$ cat src/rtl/i2c_slave.sv
// I2C responder for a single 7-bit address with a byte-wide rx/tx interface, oversampling SCL/SDA on clk.
// Optional build macro I2C_SLAVE_GENCALL_EN: also ACKs the general-call write address byte 8'h00.
module i2c_slave #(
   parameter logic [6:0]  SLAVE_ADDR  = 7'h2D,
   parameter int unsigned SYNC_STAGES = 2
) (
   input  logic       clk,
   input  logic       rst,
   input  logic       scl_in,
   input  logic       sda_in,
   output logic       sda_oe,
   output logic [7:0] rx_data,
   output logic       rx_valid,
   input  logic [7:0] tx_data,
   output logic       tx_req,
   output logic       busy,
   output logic [2:0] state
);

   typedef enum logic [2:0] {
      ST_IDLE   = 3'd0,
      ST_ADDR   = 3'd1,
      ST_ACK_A  = 3'd2,
      ST_RX     = 3'd3,
      ST_ACK_RX = 3'd4,
      ST_TX     = 3'd5,
      ST_ACK_TX = 3'd6
   } state_t;

   // Chains reset to the idle-bus level so reset never creates a phantom edge.
   logic [SYNC_STAGES-1:0] scl_sync_q;
   logic [SYNC_STAGES-1:0] sda_sync_q;
   logic                   scl_prev_q;
   logic                   sda_prev_q;

   always_ff @(posedge clk) begin
      if (rst) begin
         scl_sync_q <= '1;
         sda_sync_q <= '1;
         scl_prev_q <= 1'b1;
         sda_prev_q <= 1'b1;
      end else begin
         scl_sync_q <= {scl_sync_q[SYNC_STAGES-2:0], scl_in};
         sda_sync_q <= {sda_sync_q[SYNC_STAGES-2:0], sda_in};
         scl_prev_q <= scl_sync_q[SYNC_STAGES-1];
         sda_prev_q <= sda_sync_q[SYNC_STAGES-1];
      end
   end

   logic scl_s;
   logic sda_s;
   logic scl_rise;
   logic scl_fall;
   logic start_det;
   logic stop_det;

   assign scl_s     = scl_sync_q[SYNC_STAGES-1];
   assign sda_s     = sda_sync_q[SYNC_STAGES-1];
   assign scl_rise  = scl_s & ~scl_prev_q;
   assign scl_fall  = ~scl_s & scl_prev_q;
   assign start_det = scl_s & sda_prev_q & ~sda_s;
   assign stop_det  = scl_s & ~sda_prev_q & sda_s;

   state_t     state_q,    state_d;
   logic [2:0] bit_cnt_q,  bit_cnt_d;
   logic       full_q,     full_d;
   logic [7:0] shift_q,    shift_d;
   logic [7:0] tx_shift_q, tx_shift_d;
   logic       rw_q,       rw_d;
   logic       ack_q,      ack_d;
   logic       sda_oe_q,   sda_oe_d;
   logic [7:0] rx_data_q,  rx_data_d;
   logic       rx_valid_q, rx_valid_d;
   logic       tx_req_q,   tx_req_d;
   logic       busy_q,     busy_d;

   logic addr_hit;
`ifdef I2C_SLAVE_GENCALL_EN
   assign addr_hit = (shift_q[7:1] == SLAVE_ADDR) || (shift_q == 8'h00);
`else
   assign addr_hit = (shift_q[7:1] == SLAVE_ADDR);
`endif

   always_ff @(posedge clk) begin
      if (rst) begin
         state_q    <= ST_IDLE;
         bit_cnt_q  <= 3'd0;
         full_q     <= 1'b0;
         shift_q    <= 8'h00;
         tx_shift_q <= 8'h00;
         rw_q       <= 1'b0;
         ack_q      <= 1'b0;
         sda_oe_q   <= 1'b0;
         rx_data_q  <= 8'h00;
         rx_valid_q <= 1'b0;
         tx_req_q   <= 1'b0;
         busy_q     <= 1'b0;
      end else begin
         state_q    <= state_d;
         bit_cnt_q  <= bit_cnt_d;
         full_q     <= full_d;
         shift_q    <= shift_d;
         tx_shift_q <= tx_shift_d;
         rw_q       <= rw_d;
         ack_q      <= ack_d;
         sda_oe_q   <= sda_oe_d;
         rx_data_q  <= rx_data_d;
         rx_valid_q <= rx_valid_d;
         tx_req_q   <= tx_req_d;
         busy_q     <= busy_d;
      end
   end

   always_comb begin
      state_d    = state_q;
      bit_cnt_d  = bit_cnt_q;
      full_d     = full_q;
      shift_d    = shift_q;
      tx_shift_d = tx_shift_q;
      rw_d       = rw_q;
      ack_d      = ack_q;
      sda_oe_d   = sda_oe_q;
      rx_data_d  = rx_data_q;
      rx_valid_d = 1'b0;
      tx_req_d   = 1'b0;
      busy_d     = busy_q;

      if (start_det) begin
         state_d   = ST_ADDR;
         bit_cnt_d = 3'd0;
         full_d    = 1'b0;
         sda_oe_d  = 1'b0;
         busy_d    = 1'b0;
      end else if (stop_det) begin
         state_d   = ST_IDLE;
         bit_cnt_d = 3'd0;
         full_d    = 1'b0;
         sda_oe_d  = 1'b0;
         busy_d    = 1'b0;
      end else begin
         unique case (state_q)
            ST_ADDR, ST_RX: begin
               // full_q marks that 8 bits are in; the next SCL fall closes the byte.
               if (scl_rise && !full_q) begin
                  shift_d   = {shift_q[6:0], sda_s};
                  bit_cnt_d = bit_cnt_q + 3'd1;
                  full_d    = (bit_cnt_q == 3'd7);
               end else if (scl_fall && full_q) begin
                  full_d = 1'b0;
                  if (state_q == ST_ADDR) begin
                     if (addr_hit) begin
                        rw_d     = shift_q[0];
                        sda_oe_d = 1'b1;
                        busy_d   = 1'b1;
                        state_d  = ST_ACK_A;
                        if (shift_q[0]) begin
                           tx_shift_d = tx_data;
                           tx_req_d   = 1'b1;
                        end
                     end else begin
                        sda_oe_d = 1'b0;
                        state_d  = ST_IDLE;
                     end
                  end else begin
                     rx_data_d  = shift_q;
                     rx_valid_d = 1'b1;
                     sda_oe_d   = 1'b1;
                     state_d    = ST_ACK_RX;
                  end
               end
            end
            ST_ACK_A: begin
               if (scl_fall) begin
                  bit_cnt_d = 3'd0;
                  full_d    = 1'b0;
                  if (rw_q) begin
                     sda_oe_d = ~tx_shift_q[7];
                     state_d  = ST_TX;
                  end else begin
                     sda_oe_d = 1'b0;
                     state_d  = ST_RX;
                  end
               end
            end
            ST_ACK_RX: begin
               if (scl_fall) begin
                  sda_oe_d = 1'b0;
                  state_d  = ST_RX;
               end
            end
            ST_TX: begin
               if (scl_rise && !full_q) begin
                  bit_cnt_d = bit_cnt_q + 3'd1;
                  full_d    = (bit_cnt_q == 3'd7);
               end else if (scl_fall) begin
                  if (full_q) begin
                     full_d   = 1'b0;
                     sda_oe_d = 1'b0;
                     state_d  = ST_ACK_TX;
                  end else begin
                     sda_oe_d   = ~tx_shift_q[6];
                     tx_shift_d = {tx_shift_q[6:0], 1'b0};
                  end
               end
            end
            ST_ACK_TX: begin
               if (scl_rise) begin
                  ack_d = sda_s;
               end else if (scl_fall) begin
                  if (!ack_q) begin
                     tx_shift_d = tx_data;
                     tx_req_d   = 1'b1;
                     sda_oe_d   = ~tx_data[7];
                     bit_cnt_d  = 3'd0;
                     full_d     = 1'b0;
                     state_d    = ST_TX;
                  end else begin
                     sda_oe_d = 1'b0;
                     state_d  = ST_IDLE;
                  end
               end
            end
            default: begin
               state_d = ST_IDLE;
            end
         endcase
      end
   end

   assign sda_oe   = sda_oe_q;
   assign rx_data  = rx_data_q;
   assign rx_valid = rx_valid_q;
   assign tx_req   = tx_req_q;
   assign busy     = busy_q;
   assign state    = state_q;

endmodule

$ cat config.mk
export PLATFORM = sky130hd
export DESIGN_NAME = i2c_slave
export DESIGN_NICKNAME = d
export VERILOG_FILES = /design/src/rtl/i2c_slave.sv
export SDC_FILE = /design/constraint.sdc
export NUM_CORES = 1
export LEC_CHECK = 0
export ABC_AREA = 1
export CAP_MARGIN = 40
export CORE_ASPECT_RATIO = 0.7
export CORE_MARGIN = 8
export CORE_UTILIZATION = 25
export DETAILED_ROUTE_END_ITERATION = 8
export GPL_ROUTABILITY_DRIVEN = 1
export SLEW_MARGIN = 20
export SYNTH_ARGS = -nofsm -noshare
export SYNTH_HDL_FRONTEND = slang
export SYNTH_SLANG_ARGS = --single-unit
$ cat constraint.sdc
create_clock -name clk -period 2 [get_ports clk]
set_input_delay 0.2 -clock clk [delete_from_list [all_inputs] [get_ports clk]]
set_output_delay 0.2 -clock clk [all_outputs]
set_load 0.02 [all_outputs]
Word-level counts from Yosys, hierarchy flattened --
Cells that the tools add are included. Widths: inputs -> output; s select.
Storage, ports and cells: logic and storage cells 158, bits of input ports 12, output and inout bits 15, bits in registers 43
Cells by class: bitwise gates (word level) 19, mux-type cells 66, reduce and logical (&&, ||, !) cells 22, equal/unequal tests 33, add/sub/neg operators 1
Operators by type and width (number):
- $mux 8 | 11
- $mux 3 | 17
- $ne 4x4->1 const B | 9
- $mux 1 | 31
- $ne 2x2->1 const B | 14
- $reduce_and 9->1 | 3
- $pmux 8 s3 | 1
- $pmux 3 s5 | 1
- $reduce_and 14->1 | 1
- $not 1->1 | 13
- $eq 3x3->1 const B | 4
- $reduce_and 6->1 | 2
- $reduce_and 5->1 | 2
- $pmux 3 s3 | 1
- $reduce_and 4->1 | 2
- $eq 7x6->1 const B | 1
- $reduce_and 7->1 | 1
- $and 1x1->1 | 6
- $eq 3x2->1 const B | 2
- $reduce_bool 3->1 | 2
- $reduce_or 3->1 | 2
- $reduce_or 6->1 | 1
- $pmux 1 s5 | 1
- $reduce_bool 5->1 | 1
- other kinds (11) | 12

Longest topological paths before layout --
depth after elaboration 8, mapped depth 10, mapped depth without buffers 9

Least setup slack after synthesis --
OpenSTA, ideal clock, no wires.
path kind register -> register, start point register state_q[0], in the netlist state[0], end point register tx_shift_q[3], library setup time 0.113 ns, arrival time 1.408 ns, path buffers 1, stages on the path, launching flop included 11, slack 0.479 ns, period minus slack after synthesis 1.521 ns, required time 1.887 ns, cells stage by stage dfxtp_1 -> inv_2 -> nand3_2 -> clkinv_1 -> nand2_1 -> nand2_4 -> nor2_8 -> buf_8 -> nand3_1 -> nand2_1 -> nor2_1
On the way: cells in the longest elaborated chain, start to end 4, elaborated cells on any way between the ends 19, classes of those cells eq/ne (15); mux (1); reduce/logical (3)
Ends and longest elaborated chain:
- from (decl) | RTL line 64 | state_t state_q, state_d;
- from (signal assigned) | RTL line 99 | state_q <= state_d;
- $eq 3x1->1 or $eq 3x2->1 (tied branches) | RTL line 141, 150
- $reduce_or 2->1 | RTL line 141 | unique case (state_q)
- $ne 2x2->1 (no source line) or $reduce_bool 3->1 (tied branches)
- $reduce_and 14->1 (no source line)
- to (signal assigned) | RTL line 103 | tx_shift_q <= tx_shift_d;
- to (decl) | RTL line 68 | logic [7:0] tx_shift_q, tx_shift_d;
Parallel ways exist; a longest one is shown, timed or not. A chain may end at the register's enable or synchronous reset.

Final worst setup path --
start point register state_q[1], in the netlist state[1], end point register tx_shift_q[3]
The elaborated chain is that of the path after synthesis.

==> impl_metrics.tcl <==
set metrics [dict create \
    status "completed" \
    path_cells "inv_2, nand3_2, nand2_1, inv_1, nand2_1, buf_4, a21oi_2, nor2_1" \
    p_leak_nw 1.27 \
    powerDensity_nw_per_um2 1090 \
    layout-drive-gt1-share 0.128 \
    die_h_um 93.2 \
    avgViaCountPerCell 4.30 \
    holdPathEnd "scl_sync_q[1]$_SDFF_PP1_" \
    diodes 0 \
    synth-seq-cells 43 \
    holdPathStages 1 \
    grt_pass1_vias 1760 \
    r2r_cells 8 \
    worst_slack_ns 0.281 \
    avgSynthCellArea_um2 6.86 \
    cts_setup_buffers 0 \
    end_kind "flop" \
    die_w_um 126 \
    gp_congestion 0.876 \
    cp-start-kind "flop" \
    power_mw 2.93 \
    clockRootBuffer "clkbuf_16" \
    synthDistinctLibCells 29 \
    place_ws_ns 0.309 \
    seq_area_frac_synth 0.405 \
    final_nets 356 \
    drv_slew 0 \
    netlist_instances 310 \
    place_hpwl_mm 3.90 \
    clk_pin_slew_worst_paths_ns 0.06 \
    maxCapViolCount 0 \
    multi_input_area_um2 1060 \
    path_max_fanout 13 \
    routedWlPerCell_um 11.0 \
    grt_pass1_wl_mm 8.51 \
    area_growth_pct 26.6 \
    core_um2 8370 \
    cts_tree "yes" \
    drt_pass1_iterations 5 \
    path_common_cell "nand2_1" \
    initial_utilization 0.254 \
    netlist_area_um2 2130 \
    cts_buffers 5 \
    cpLargestDelayFamily "simple AND/OR/NAND/NOR gates" \
    holdWs_ns 0.406 \
    grt_max_degree 19 \
    max_freq_mhz 582 \
    drc 0 \
    ctsHoldBuffers 0 \
    synth_nets 324 \
    setup-violations-final 0 \
    fillers 891 \
    ant_nets 0 \
    drt-total-wl_mm 4.92 \
    cts_resized 0 \
    die_area_um2 11800 \
    yosys_warnings 0 \
    worstSetupStartpoint "state[1]$_SDFFE_PP0P_" \
    critical_path.slowest_cell "dfxtp_1" \
    r2r_slack_ns 0.28 \
    required_ns 2.18 \
    drtIter0Drc 156 \
    fin_crit_sh 0.859 \
    fin_crit_ns 1.72 \
    cts_buffer_depth 2 \
    ios 27 \
    critical_path_arrival_ns 1.90 \
    rsz0062_at_grt "no" \
    hold_path_class "flop to flop" \
    min_from "scl_sync_q[0]$_SDFF_PP1_" \
    cp.buffers_inverters 3 \
    grt.total_usage 0.0878 \
    vias 1927 \
    h-tree-depth 2 \
    rr_startpoint "state[1]$_SDFFE_PP0P_" \
    finalHoldViolCount 0 \
    slew_headroom 0.695 \
    numClockSinks 43 \
    ir_drop_mv 0.367 \
    std_cell_rows 28 \
    r2r_end "tx_shift_q[3]$_SDFFE_PP0P_" \
    io_buffers 26 \
    worstMarginPinSlew_ns 0.456 \
    critical_path_class "flop to flop" \
    antenna_found_initial 0 \
    fin_skew_ns 0.00795 \
    cp_slowest_stage_delay_ns 0.50 \
    clock_latency_ns 0.29 \
    tns_ns 0 \
    grt_overflow 0 \
    regArea_um2 861 \
]
==> kinds of logic after synthesis <==
logic type	count (synthesis)	synth area share
adders and majority gates	2	0.0118
buffers and inverters	47	0.0953
DFF	43	0.405
and+or+nand+nor	171	0.360
AOI/OAI and AO/OA	47	0.128
==> worst max-delay path by stage <==
stage                                       to  slack (ns)  cells past startpoint
global placement    tx_shift_q[3]$_SDFFE_PP0P_        0.38                      8
floorplan           tx_shift_q[3]$_SDFFE_PP0P_        0.48                     10
global route        tx_shift_q[3]$_SDFFE_PP0P_        0.08                      8
detailed placement  tx_shift_q[3]$_SDFFE_PP0P_        0.31                      8
CTS                 tx_shift_q[3]$_SDFFE_PP0P_        0.29                      8
finish              tx_shift_q[3]$_SDFFE_PP0P_        0.28                      8
==> Yosys cell counts (all sizes together) <==
library cell / n / area (um^2)
nand2: 78 / 323
nor2: 55 / 233
dfxtp: 43 / 861
inv: 38 / 143
nand3: 28 / 150
o21ai: 23 / 115
a21oi: 22 / 140
buf: 6 / 48.8
or2: 5 / 31.3
nor3: 3 / 15.0
clkbuf: 2 / 7.51
ha: 2 / 25.0
clkinv: 1 / 3.75
nand3b: 1 / 7.51
nor4: 1 / 6.26
o211a: 1 / 10.0
o211ai: 1 / 7.51
==> area by class of cell <==
type,instances,share of cell area
clock buffers,6,0.0516
clock inverters,2,0.0144
inverters,39,0.0544
multi-input cells,220,0.395
flip-flops and latches,43,0.320
well taps,105,0.0488
repair buffers,33,0.116
==> registers in the layout (all words and copies together), names as in the netlist <==
register / cells
busy: 1
tx_shift_q: 8
sda_sync_q: 2
scl_sync_q: 2
full_q: 1
ack_q: 1
rx_valid: 1
bit_cnt_q: 3
rx_data: 8
scl_prev_q: 1
sda_oe: 1
tx_req: 1
state: 3
sda_prev_q: 1
rw_q: 1
shift_q: 8
==> power breakdown <==
group	internal (mW)	leakage, nW	switching (mW)
Clock	0.627	0.0875	0.336
Combinational	0.344	0.835	0.594
Sequential	0.935	0.349	0.0910
==> through the flow <==
stage | util | area [um^2] | instances
6_report | 0.322 | 2690 | 448
5_1_grt | 0.322 | 2690 | 448
4_1_cts | 0.322 | 2690 | 448
3_5_place_dp | 0.300 | 2510 | 440
3_3_place_gp | 0.300 | 2510 | 440
2_1_floorplan | - | 2130 | 310
==> placed cells by master, fill, tap and decap left out, types with 3 or more instances in the layout <==
cell type / Yosys / layout
nand2_1: 72 / 72
nor2_1: 52 / 52
dfxtp_1: 43 / 43
inv_1: 33 / 33
nand3_1: 26 / 26
clkdlybuf4s50_1: 0 / 26
o21ai_0: 17 / 17
a21oi_1: 14 / 14
a21oi_2: 8 / 8
buf_4: 1 / 7
o21ai_1: 6 / 6
inv_2: 5 / 5
or2_2: 5 / 5
clkbuf_16: 0 / 5
nand2_2: 3 / 3
nand2_4: 3 / 3
nor3_1: 3 / 3
==> layer usage <==
metal / share of wire / GRT usage / routed length, um
met2: 0.40 / 0.128 / 1970
met1: 0.53 / 0.123 / 2600
met5: 0 / 0 / 0
met4: 0.013 / 0.0329 / 65
met3: 0.058 / 0.0205 / 287
(Power assumes the default switching activity.)
